**config.mk**
```make
export PLATFORM = sky130hd
export DESIGN_NAME = hwpe_ctrl_offloader
export DESIGN_NICKNAME = d
export VERILOG_FILES = /design/src/rtl/hwpe_ctrl_offloader.sv
export SDC_FILE = /design/constraint.sdc
export NUM_CORES = 1
export LEC_CHECK = 0
export CORE_ASPECT_RATIO = 0.6
export CORE_MARGIN = 2
export CORE_UTILIZATION = 40
export CTS_BUF_LIST = sky130_fd_sc_hd__clkbuf_4 sky130_fd_sc_hd__clkbuf_8 sky130_fd_sc_hd__clkbuf_16
export DETAILED_ROUTE_END_ITERATION = 16
export GPL_TIMING_DRIVEN = 0
export PLACE_DENSITY = 0.65
export SYNTH_ARGS = -nofsm -noshare
export SYNTH_HDL_FRONTEND = slang
export SYNTH_SLANG_ARGS = --single-unit
```
**constraint.sdc**
```tcl
create_clock -name clk_i -period 22.5 [get_ports clk_i]
set_input_delay 2.25 -clock clk_i [delete_from_list [all_inputs] [get_ports clk_i]]
set_output_delay 2.25 -clock clk_i [all_outputs]
set_load 0.05 [all_outputs]
```
**src/rtl/hwpe_ctrl_offloader.sv**
```systemverilog
// -----------------------------------------------------------------------------
// hwpe_ctrl_offloader
//
// Initiator-side driver for an HWPE control slave. A job descriptor (a set of
// IO register words) is accepted from a local sequencer. The block then
// programs the HWPE over its peripheral config port in this order:
//   1. read ACQUIRE until a free slot is returned (retrying after a back-off),
//   2. write every IO register in index order,
//   3. write TRIGGER,
//   4. poll STATUS, with a gap between polls, until it reads zero.
// The job ID returned by ACQUIRE is exported, and a one-cycle done pulse marks
// completion.
//
// Ports
//   clk_i, rst_ni            clock, asynchronous active-low reset
//   clear_i                  synchronous abort; returns to IDLE
//   job_valid_i/job_ready_o  job descriptor handshake
//   job_regs_i               IO register words, word i at [32i+31:32i]
//   job_id_o                 ID from the last successful ACQUIRE
//   job_done_o               one-cycle completion pulse
//   busy_o                   high whenever a job is in progress
//   cfg_*                    config-port master (req/gnt, then r_valid)
// -----------------------------------------------------------------------------
module hwpe_ctrl_offloader #(
  parameter int unsigned N_JOB_REGS   = 8,
  parameter int unsigned ID_WIDTH     = 5,
  parameter int unsigned OFFLOADER_ID = 0,
  parameter int unsigned POLL_GAP     = 16
) (
  input  logic                     clk_i,
  input  logic                     rst_ni,
  input  logic                     clear_i,
  input  logic                     job_valid_i,
  output logic                     job_ready_o,
  input  logic [N_JOB_REGS*32-1:0] job_regs_i,
  output logic [7:0]               job_id_o,
  output logic                     job_done_o,
  output logic                     busy_o,
  output logic                     cfg_req_o,
  input  logic                     cfg_gnt_i,
  output logic [31:0]              cfg_add_o,
  output logic                     cfg_wen_o,
  output logic [3:0]               cfg_be_o,
  output logic [31:0]              cfg_data_o,
  output logic [ID_WIDTH-1:0]      cfg_id_o,
  input  logic                     cfg_r_valid_i,
  input  logic [31:0]              cfg_r_data_i
);

  localparam int unsigned GAP_W = $clog2(POLL_GAP + 1);
  localparam int unsigned IDX_W = (N_JOB_REGS > 1) ? $clog2(N_JOB_REGS) : 1;

  localparam logic [GAP_W-1:0] GAP_LAST = GAP_W'(POLL_GAP - 1);
  localparam logic [IDX_W-1:0] IDX_LAST = IDX_W'(N_JOB_REGS - 1);

  localparam logic [31:0] ADDR_TRIGGER = 32'h0000_0000;
  localparam logic [31:0] ADDR_ACQUIRE = 32'h0000_0004;
  localparam logic [31:0] ADDR_STATUS  = 32'h0000_000C;
  localparam logic [31:0] ADDR_IO_BASE = 32'h0000_0040;
  localparam logic [31:0] ACQ_FULL     = 32'hFFFF_FFFF;

  typedef enum logic [2:0] {
    ST_IDLE,
    ST_ACQ,
    ST_BACKOFF,
    ST_WR,
    ST_TRIG,
    ST_PWAIT,
    ST_POLL
  } state_e;

  state_e           state_q, state_d;
  logic [GAP_W-1:0] gap_q, gap_d;
  logic [IDX_W-1:0] idx_q, idx_d;
  logic [IDX_W-1:0] idx_nxt;
  logic             rsp_wait_q, rsp_wait_d;
  logic [7:0]       job_id_q, job_id_d;
  logic             done_q, done_d;
  logic             req_q, req_d;
  logic [31:0]      add_q, add_d;
  logic             wen_q, wen_d;
  logic [31:0]      data_q, data_d;
  logic             capture;
  logic             rsp_fire;

  // Job words are captured once per job and then only read; they need no reset.
  logic [31:0]      job_buf_q [N_JOB_REGS];

  always_comb begin
    state_d    = state_q;
    gap_d      = gap_q;
    idx_d      = idx_q;
    rsp_wait_d = rsp_wait_q;
    job_id_d   = job_id_q;
    done_d     = 1'b0;
    req_d      = req_q;
    add_d      = add_q;
    wen_d      = wen_q;
    data_d     = data_q;
    capture    = 1'b0;
    idx_nxt    = idx_q + 1'b1;
    rsp_fire   = rsp_wait_q && cfg_r_valid_i;

    // Request leaves the port the cycle after its grant; from then on we only
    // wait for the response. Fields stay untouched while ungranted.
    if (req_q && cfg_gnt_i) begin
      req_d      = 1'b0;
      rsp_wait_d = 1'b1;
    end
    if (rsp_fire) begin
      rsp_wait_d = 1'b0;
    end

    case (state_q)
      ST_IDLE: begin
        if (job_valid_i) begin
          capture = 1'b1;
          state_d = ST_ACQ;
          req_d   = 1'b1;
          add_d   = ADDR_ACQUIRE;
          wen_d   = 1'b1;
          data_d  = '0;
        end
      end

      ST_ACQ: begin
        if (rsp_fire) begin
          if (cfg_r_data_i == ACQ_FULL) begin
            state_d = ST_BACKOFF;
            gap_d   = '0;
          end else begin
            job_id_d = cfg_r_data_i[7:0];
            idx_d    = '0;
            state_d  = ST_WR;
            req_d    = 1'b1;
            add_d    = ADDR_IO_BASE;
            wen_d    = 1'b0;
            data_d   = job_buf_q[0];
          end
        end
      end

      ST_BACKOFF: begin
        if (gap_q == GAP_LAST) begin
          gap_d   = '0;
          state_d = ST_ACQ;
          req_d   = 1'b1;
          add_d   = ADDR_ACQUIRE;
          wen_d   = 1'b1;
          data_d  = '0;
        end else begin
          gap_d = gap_q + 1'b1;
        end
      end

      ST_WR: begin
        if (rsp_fire) begin
          if (idx_q == IDX_LAST) begin
            state_d = ST_TRIG;
            req_d   = 1'b1;
            add_d   = ADDR_TRIGGER;
            wen_d   = 1'b0;
            data_d  = '0;
          end else begin
            idx_d  = idx_nxt;
            req_d  = 1'b1;
            add_d  = ADDR_IO_BASE + (32'(idx_nxt) << 2);
            wen_d  = 1'b0;
            data_d = job_buf_q[idx_nxt];
          end
        end
      end

      ST_TRIG: begin
        if (rsp_fire) begin
          state_d = ST_PWAIT;
          gap_d   = '0;
        end
      end

      ST_PWAIT: begin
        if (gap_q == GAP_LAST) begin
          gap_d   = '0;
          state_d = ST_POLL;
          req_d   = 1'b1;
          add_d   = ADDR_STATUS;
          wen_d   = 1'b1;
          data_d  = '0;
        end else begin
          gap_d = gap_q + 1'b1;
        end
      end

      ST_POLL: begin
        if (rsp_fire) begin
          if (cfg_r_data_i == 32'h0) begin
            done_d  = 1'b1;
            state_d = ST_IDLE;
          end else begin
            state_d = ST_PWAIT;
            gap_d   = '0;
          end
        end
      end

      default: state_d = ST_IDLE;
    endcase

    // Abort wins over everything, including a job offered in the same cycle.
    // The job ID is intentionally kept.
    if (clear_i) begin
      state_d    = ST_IDLE;
      gap_d      = '0;
      idx_d      = '0;
      rsp_wait_d = 1'b0;
      req_d      = 1'b0;
      done_d     = 1'b0;
      capture    = 1'b0;
    end
  end

  always_ff @(posedge clk_i or negedge rst_ni) begin
    if (!rst_ni) begin
      state_q    <= ST_IDLE;
      gap_q      <= '0;
      idx_q      <= '0;
      rsp_wait_q <= 1'b0;
      job_id_q   <= '0;
      done_q     <= 1'b0;
      req_q      <= 1'b0;
      add_q      <= '0;
      wen_q      <= 1'b1;
      data_q     <= '0;
    end else begin
      state_q    <= state_d;
      gap_q      <= gap_d;
      idx_q      <= idx_d;
      rsp_wait_q <= rsp_wait_d;
      job_id_q   <= job_id_d;
      done_q     <= done_d;
      req_q      <= req_d;
      add_q      <= add_d;
      wen_q      <= wen_d;
      data_q     <= data_d;
    end
  end

  always_ff @(posedge clk_i) begin
    if (capture) begin
      for (int i = 0; i < N_JOB_REGS; i++) begin
        job_buf_q[i] <= job_regs_i[32*i +: 32];
      end
    end
  end

  // In IDLE the done pulse and job_ready coincide, allowing back-to-back jobs.
  assign job_ready_o = (state_q == ST_IDLE);
  assign busy_o      = (state_q != ST_IDLE);
  assign job_id_o    = job_id_q;
  assign job_done_o  = done_q;
  assign cfg_req_o   = req_q;
  assign cfg_add_o   = add_q;
  assign cfg_wen_o   = wen_q;
  assign cfg_be_o    = 4'hF;
  assign cfg_data_o  = data_q;
  assign cfg_id_o    = ID_WIDTH'(OFFLOADER_ID);

endmodule

```
## Word-level counts from Yosys, hierarchy flattened

Memories as Yosys holds them, arrays and structs flattened.
Cells that the tools add are included.

| cells by class | value |
|---|---|
| $add $sub $neg | 3 |
| $mul | 0 |
| divide/modulo/power cells | 0 |
| order comparisons | 0 |
| eq/ne operators | 28 |
| shifts and indexed selects | 0 |
| muxes and demuxes | 67 |
| bitwise gates (word level) | 1 |
| reductions and logical operators | 17 |

Operators with widths:

| cell | count |
|---|---|
| two-way mux 32 bit | 12 |
| case mux 32 bit (5 select lines) | 1 |
| case mux 32 bit (4 select lines) | 1 |
| two-way mux 3 bit | 15 |
| != test 3 bit (second input constant) | 12 |
| two-way mux 5 bit | 7 |
| equality test 32 bit (second input constant) | 1 |
| zero test 32 bit | 1 |
| two-way mux 1 bit | 25 |
| case mux 3 bit (7 select lines) | 1 |
| case mux 5 bit (4 select lines) | 1 |
| equality test 3 bit (second input constant) | 4 |
| != test 2 bit (second input constant) | 6 |
| AND reduction 6 bit | 2 |
| nonzero test 5 bit | 2 |
| nonzero test 3 bit | 3 |
| adder 7 x 5 -> 8 bit (first input constant) | 1 |
| two-way mux 8 bit | 1 |
| case mux 1 bit (4 select lines) | 2 |
| AND reduction 8 bit | 1 |
| AND reduction 7 bit | 1 |
| equality test 3 x 2 -> 1 bit (second input constant) | 2 |
| case mux 3 bit (2 select lines) | 1 |
| adder 5 x 1 -> 5 bit (second input constant) | 1 |
| other kinds (11) | 12 |

| word-level totals | value |
|---|---|
| register bits | 87 |
| bits in latches | 0 |
| bits in writable memories | 256 |
| ROM bits | 0 |
| bits of input ports | 294 |
| output and inout port bits | 86 |
| word-level logic and storage cells | 127 |
| memories | 1 |

Memory list:

| name | depth | bits a word | rd ports | clocked after memory_dff | write ports | line | text |
|---|---|---|---|---|---|---|---|
| job_buf_q | 8 | 32 | 2 | 0 | 8 | 87 | `logic [31:0] job_buf_q [N_JOB_REGS];` |

## Depth between registers and ports, before layout

Gate-level depths: netlist of the first run.

| depth | value |
|---|---|
| depth in word-level cells | 6 |
| gate-level depth with buffers | 8 |
| mapped depth without buffers | 7 |

## Least setup slack after synthesis of the first run

No wires, ideal clock.

| path | value |
|---|---|
| path kind | in2reg |
| from | in clear_i |
| to | mem job_buf_q[0][0] (enable) |
| library setup time | 1.239 ns |
| arrival time | 20.967 ns |
| data required time | 21.261 ns |
| setup slack | 0.294 ns |
| stages on the path | 2 |
| path buffers | 1 |
| cell sequence | clkbuf_1 > nor3b_1 |

RTL lines:

| what | line | text |
|---|---|---|
| start: declaration | 32 | `input logic clear_i,` |
| end: declaration | 87 |  |

==> results of run 1 <==
cells in the final DEF, fill, tap and decap left out, types with 5 or more instances in the layout:
cell,count
a21oi_1,7
a22oi_1,33
buf_2,7
buf_4,38
buf_6,24
clkbuf_1,19
clkbuf_16,31
clkdlybuf4s50_1,341
clkinv_1,7
clkinv_2,6
clkinvlp_4,5
conb_1,37
dfrtp_1,58
edfxtp_1,256
inv_1,7
mux2_2,28
mux2_4,16
mux4_2,64
nand2_1,74
nand2b_1,5
nand4_1,12
nor2_1,11
nor4_1,10
o21ai_0,7
through the flow:
| step | power, uW | hold WS, ps | instance area [um2] | instances | TNS, ps |
|---|---|---|---|---|---|
| finish | 1750 | 495 | 18300 | 1589 | 0 |
| global route | 1830 | 513 | 18200 | 1588 | 0 |
| CTS | 1770 | 495 | 18200 | 1585 | 0 |
| detailed placement | 1240 | 487 | 17200 | 1529 | 0 |
| global placement | 1300 | 481 | 16900 | 1505 | -2128200 |
| floorplan | 1110 | 472 | 13000 | 747 | 0 |
flip-flops by register name, indices dropped and copies added (netlist names), 3 cells and up:
name / count
idx_q: 3
gap_q: 5
job_id_o: 8
cfg_add_o: 4
cfg_data_o: 32
state_q: 3
job_buf_q: 256
worst min-delay path, stage by stage, from the launching register on:
cell and delay (ps):
dfstp_2 370, inv_1 40, o22ai_1 70
power by group through the flow:
stage / clock network (uW) / logic [uW] / registers [uW]
2_1_floorplan: 0 / 200 / 906
3_3_place_gp: 0 / 427 / 873
3_5_place_dp: 0 / 457 / 787
4_1_cts: 538 / 458 / 776
5_1_grt: 560 / 481 / 784
6_report: 523 / 455 / 775
cell families after synthesis:
| kind of cell | count (synthesis) |
|---|---|
| flip-flops | 315 |
| AND/OR/NAND/NOR | 138 |
| multiplexers | 112 |
| buffers and inverters | 77 |
| AO/OA/AOI/OAI | 65 |
| adder cells (fa/ha/maj) | 3 |
| other | 2 |
routing by layer:
layer	up-vias	global-route usage (%)	wire length, um
li1	3636	-	-
met1	4027	28.6	15000
met2	357	32.3	16200
met3	49	6.75	3320
met4	6	4.39	685
met5	-	0	37
layout make-up:
class                   instances  area share [%]
repair buffers                366            20.4
plain buffers                  70            2.37
well taps                     416            2.85
diodes                          4          0.0548
multi-input cells             355            18.4
clock buffers                  34            4.41
clock inverters                22            1.17
inverters                       7           0.144
flip-flops and latches        315            50.2
how the worst min path moves through the flow:
stage | startpoint | endpoint
floorplan | gap_q[3] | gap_q[3]
global route | job_id_o[7] | job_id_o[7]
finish | cfg_wen_o | cfg_wen_o
global placement | cfg_wen_o | cfg_wen_o
detailed placement | cfg_wen_o | cfg_wen_o
CTS | cfg_wen_o | cfg_wen_o
==> run metrics, run 1 <==
total gr overflow=0; maximum vdd drop=between 0.00005 and 0.00006 V; Detailed Place HPWL=26300 um; Port-buffer cells=about 340; R2R depth=10; Startpoint Class=input pin; Yosys top cell area share=59.8%; TritonCTS Sinks=approximately 320; cell depth of the worst setup path=9; area of the multi-input gates=3360 um2; Max Slew Vio Count=0; Comb power frac=about a quarter; hold_buf cts=0; DRC=0; Initial Util=about two fifths; Synth Flop Type=edfxtp_1; largest net degree at the start of global routing=52; DR vias=8075; period utilisation layout=21.6%; core area=31400 um2; Pleak=0.00661 uW; Finished Core Util=58.1%; #FFs+latches synth=315; Max Cap Viol=0; post-synthesis xor/xnor area fraction=0%; Power Density=approximately 96 nW/um2; Worst Path Arrival=~5000 ps; CTS tree=built; die area=33600 um2; first-pass GRT wire length=51400 um; top post-synthesis cells by area=edfxtp_1 (60%), dfrtp_1 (11%), mux4_2 (11%); DRT antenna net count=0; CTS Buffer Depth=3; final worst path period need=between 4000 and 5000 ps; Synth Area in Adders=less than 1%; Post-Syn Area=12800 um2; Seq. cell area=9170 um2; crit path to=job_buf_q[7][27]; CP max FO=13; Synth area leader=edfxtp_1; post-cts resize count=0; Most common cell on crit path=buf_6; RSZ-0062 raised after global routing=no; asr flop ratio synth=18.7%; Hold Crit Class=register to register; Synth Area in Simple Gates=roughly 5.2%; R2R Setup Slk=19200 ps; Unique masters post-synth=between 50 and 60; delay-heaviest family, CP=buffers and inverters; sequential share of power=roughly 44%; DR WL/cell=~22 um; upper clock frequency limit=206 MHz; largest family of logic cells by synthesized area=multiplexers; Yosys warning count=0; most frequent cells after synthesis=edfxtp_1 (256), nand2_1 (74), mux4_2 (64); Hold Crit Depth=2; Vias per Instance=~5.1; H-tree depth=1; TritonRoute pass-1 iters=5; most common cell in the synthesized netlist=edfxtp_1; worst endpoint required time=22760 ps; Die H=143 um; Clk pwr share=between 20% and 30%; DR iter-0 viols=605; Crit-path slowest cell=nor3b_2; antenna violations before repair=9; final-layout fill cell count=about 2500; area delta synth->final=42.0%; Post-synth EDFFs=~260; Root Driver=clkbuf_16; vias in the first global route=a little over 8000; Setup Buffers After CTS=0; nets@finish=1442; CP Capture Type=register; Sw Share=29.4%; Setup WS pre-CTS=17180 ps; Die X=about 240 um; worst path bufs/invs=8; FF-to-FF Start=state_q[2]; Final setup violation count=0; outcome=complete, no violations; Crit Reg-Reg Endpoint=job_buf_q[7][27]; Final Skew=11.8 ps; slowest cell delay on critical path=between 700 and 800 ps; Crit Path Class=input pin to register; post-synthesis mux area share=15.9%; Routed WL=35300 um; worst setup margin=approximately 18000 ps; Synth Area per Inst=18.0 um2; actual slew at the worst max-slew pin=~1200 ps; Ports=380; Num CTS Buffers=30; worst-skew pair later-pin latency=560 ps; Setup crit start=clear_i; Post-Synthesis Cells=712; Worst-path clk slew=70 ps; slew margin rel.=17.1%; CP Cell Sequence=clkdlybuf4s50_1 -> clkbuf_1 -> nor3b_2 -> buf_8 -> buf_6 -> buf_6 -> buf_6 -> buf_6 -> buf_6; GPL Wtd Cong=0.907; layout cell share with drive strength beyond 1=between 20% and 30%; sequential fraction of the synthesis area=a little under three quarters; sw power=516 uW; Cell Int Power=1240 uW; # rows=50; all-layer global routing usage=roughly 21%; count of final hold-check violations=0; Synth Area in Compound Gates=about 3.7%
Power figures use the tool's default switching activity.
==> inputs of run 2 (changes only) <==
--- a/config.mk
+++ b/config.mk
@@ -11,7 +11,7 @@
 export CTS_BUF_LIST = sky130_fd_sc_hd__clkbuf_4 sky130_fd_sc_hd__clkbuf_8 sky130_fd_sc_hd__clkbuf_16
 export DETAILED_ROUTE_END_ITERATION = 16
 export GPL_TIMING_DRIVEN = 0
-export PLACE_DENSITY = 0.65
+export PLACE_DENSITY = 0.68
 export SYNTH_ARGS = -nofsm -noshare
 export SYNTH_HDL_FRONTEND = slang
 export SYNTH_SLANG_ARGS = --single-unit
==> constraint.sdc (replaced) <==
create_clock -name clk_i -period 4.1 [get_ports clk_i]
set_input_delay 0.41 -clock clk_i [delete_from_list [all_inputs] [get_ports clk_i]]
set_output_delay 0.41 -clock clk_i [all_outputs]
set_load 0.05 [all_outputs]
==> run 2 against run 1 <==
  * Core utilization rose by 0.19 points
  * Register-to-register slack got worse by 18000 ps
  * Flip-flop and latch count stayed put
  * Setup slack got worse by 17000 ps
  * Largest power group unchanged
==> run metrics, run 2 (synthesis results as in run 1) <==
Power Density=526 nW/um2 (+450%); DRT antenna net count=0 (unchanged); Worst-path clk slew=70 ps (about the same); largest net degree at the start of global routing=51 (-1.9%); Hold WS=249 ps (-246 ps); total gr overflow=0 (unchanged); worst-skew pair later-pin latency=570 ps (about the same); CTS Buffer Depth=3 (unchanged); Detailed Place HPWL=26400 um (+0.40%); max reg flops=256 (unchanged); RSZ-0062 raised after global routing=no; final-layout fill cell count=2469 (+0.33%); nets@finish=1436 (-0.42%); CTS tree=built; # rows=50 (unchanged); outcome=complete, no violations; slew margin rel.=21.8% (+4.7 points); maximum vdd drop=0.000304 V (+450%); Setup Buffers After CTS=0 (unchanged); CP Capture Type=register; Vias per Instance=5.07 (-0.14%); H-tree depth=1 (unchanged); Initial Util=40.9% (unchanged); final worst path period need=3160 ps; Top reg by flops=job_buf_q; Sw Share=29.7% (+0.24 points); worst endpoint required time=4600 ps (-18160 ps); Worst Path Arrival=3660 ps (-1460 ps); Final Skew=14.2 ps (+2.39 ps); period utilisation layout=about 77%; die area=33600 um2 (unchanged); post-cts resize count=0 (unchanged); first-pass GRT wire length=51200 um (-0.35%); Die H=143 um (unchanged); TritonCTS Sinks=315 (unchanged); actual slew at the worst max-slew pin=1160 ps (-78.9 ps); Final setup violation count=0 (unchanged); count of final hold-check violations=0 (unchanged); Max Slew Vio Count=0 (unchanged); TritonRoute pass-1 iters=5 (unchanged); layout cell share with drive strength beyond 1=20.1% (-0.22 points); area delta synth->final=42.5%; Startpoint Class=register; core area=31400 um2 (unchanged); CP max FO=10 (-3); upper clock frequency limit=316 MHz; Num CTS Buffers=30 (unchanged); Die X=235 um (unchanged); Root Driver=clkbuf_16; Pleak=0.00662 uW (+0.25%); Cell Int Power=6770 uW (+450%); Hold Crit Class=input pin to asynchronous set/reset pin; vias in the first global route=8298 (+1.3%); most frequent cells in the layout=clkdlybuf4s50_1 (341), edfxtp_1 (256), nand2_1 (73); sw power=2860 uW (+450%); Crit Path Class=register to register; hold_buf cts=1 (+1); DR vias=8013 (-0.77%); DRC=0 (unchanged); DR iter-0 viols=647 (+6.9%); most common cell after layout, fill and taps aside=clkdlybuf4s50_1; Routed WL=35300 um (about the same); DR WL/cell=22.3 um (+0.64%); antenna violations before repair=5 (-4); Finished Core Util=58.3% (+0.19 points); Seq. cell area=9170 um2 (unchanged); Clk pwr share=29.0% (-0.8 points); area of the multi-input gates=3380 um2 (+0.63%); all-layer global routing usage=20.6% (-0.14 points); GPL Wtd Cong=0.947 (+4.4%); Max Cap Viol=0 (unchanged); Comb power frac=26.7% (+0.8 points); Port-buffer cells=342 (unchanged); sequential share of power=44.3% (about the same); Ports=380 (unchanged)
[run 2: changes by cell type in the layout (fill, tap and decap cells not counted), moves of 3 or more]
| cell | previous run | this run |
|---|---|---|
| buf_16 | 1 | 8 |
| buf_6 | 24 | 3 |
| buf_8 | 2 | 9 |
| clkbuf_4 | 2 | 6 |
| clkinvlp_4 | 5 | 2 |
| diode_2 | 4 | 1 |
[run 2: cell type report]
class,instances,area share [%]
diodes,1,0.0137
plain buffers,70,2.42
clock buffers,39,4.63
clock inverters,16,0.738
inverters,7,0.144
multi-input cells,355,18.5
flip-flops and latches,315,50.1
well taps,416,2.84
repair buffers,360,20.7
[run 2: path summary, 6_finish.rpt]
| kind | startpoint | endpoint | slack, ps | depth (start not counted) |
|---|---|---|---|---|
| min in group clk_i | job_regs_i[10] | job_buf_q[0][10] | 400 | 1 |
| worst max-delay path | idx_q[0] | cfg_data_o[15] | 940 | 8 |
| worst min-delay path | rst_ni | cfg_data_o[14] | 250 | 2 |
| max in group asynchronous | rst_ni | cfg_data_o[27] | 3290 | 3 |
| worst max register to register | idx_q[0] | cfg_data_o[15] | 940 | 8 |
| worst min register to register | cfg_wen_o | cfg_wen_o | 490 | 2 |
[run 2: power groups by stage]
stage,clock network (uW),logic (uW),registers [uW]
6_report,2790,2570,4260
4_1_cts,2870,2580,4270
3_5_place_dp,0,2580,4330
3_3_place_gp,0,2350,4470
2_1_floorplan,0,1130,4750
5_1_grt,2990,2710,4310
[run 2: metrics by stage]
step                power, uW  setup WS (ps)  TNS (ps)  instances  instance area (um2)
CTS                      9720            901         0       1578                18300
detailed placement       6910            912         0       1522                17300
finish                   9630            940         0       1579                18300
floorplan                5870          -3640   -931120        747                13000
global route            10000            772         0       1578                18300
global placement         6830          -6880  -1754470       1505                17000
[run 2: worst max-delay path, cell delays in order, from the launching register on]
cell	delay [ps]
dfrtp_1	380
ha_1	200
ha_1	250
nand2b_1	230
nor3_1	910
clkbuf_1	670
a22oi_1	200
nand2_1	120
mux2_4	140
[run 2: per-layer routing]
layer  share of wire [%]  vias up  track usage [%]
li1                    -     3619                -
met1                  43     4026             27.9
met2                  47      310             33.0
met3                 8.7       50             6.59
met4                 1.7        8             3.89
met5                0.13        -                0
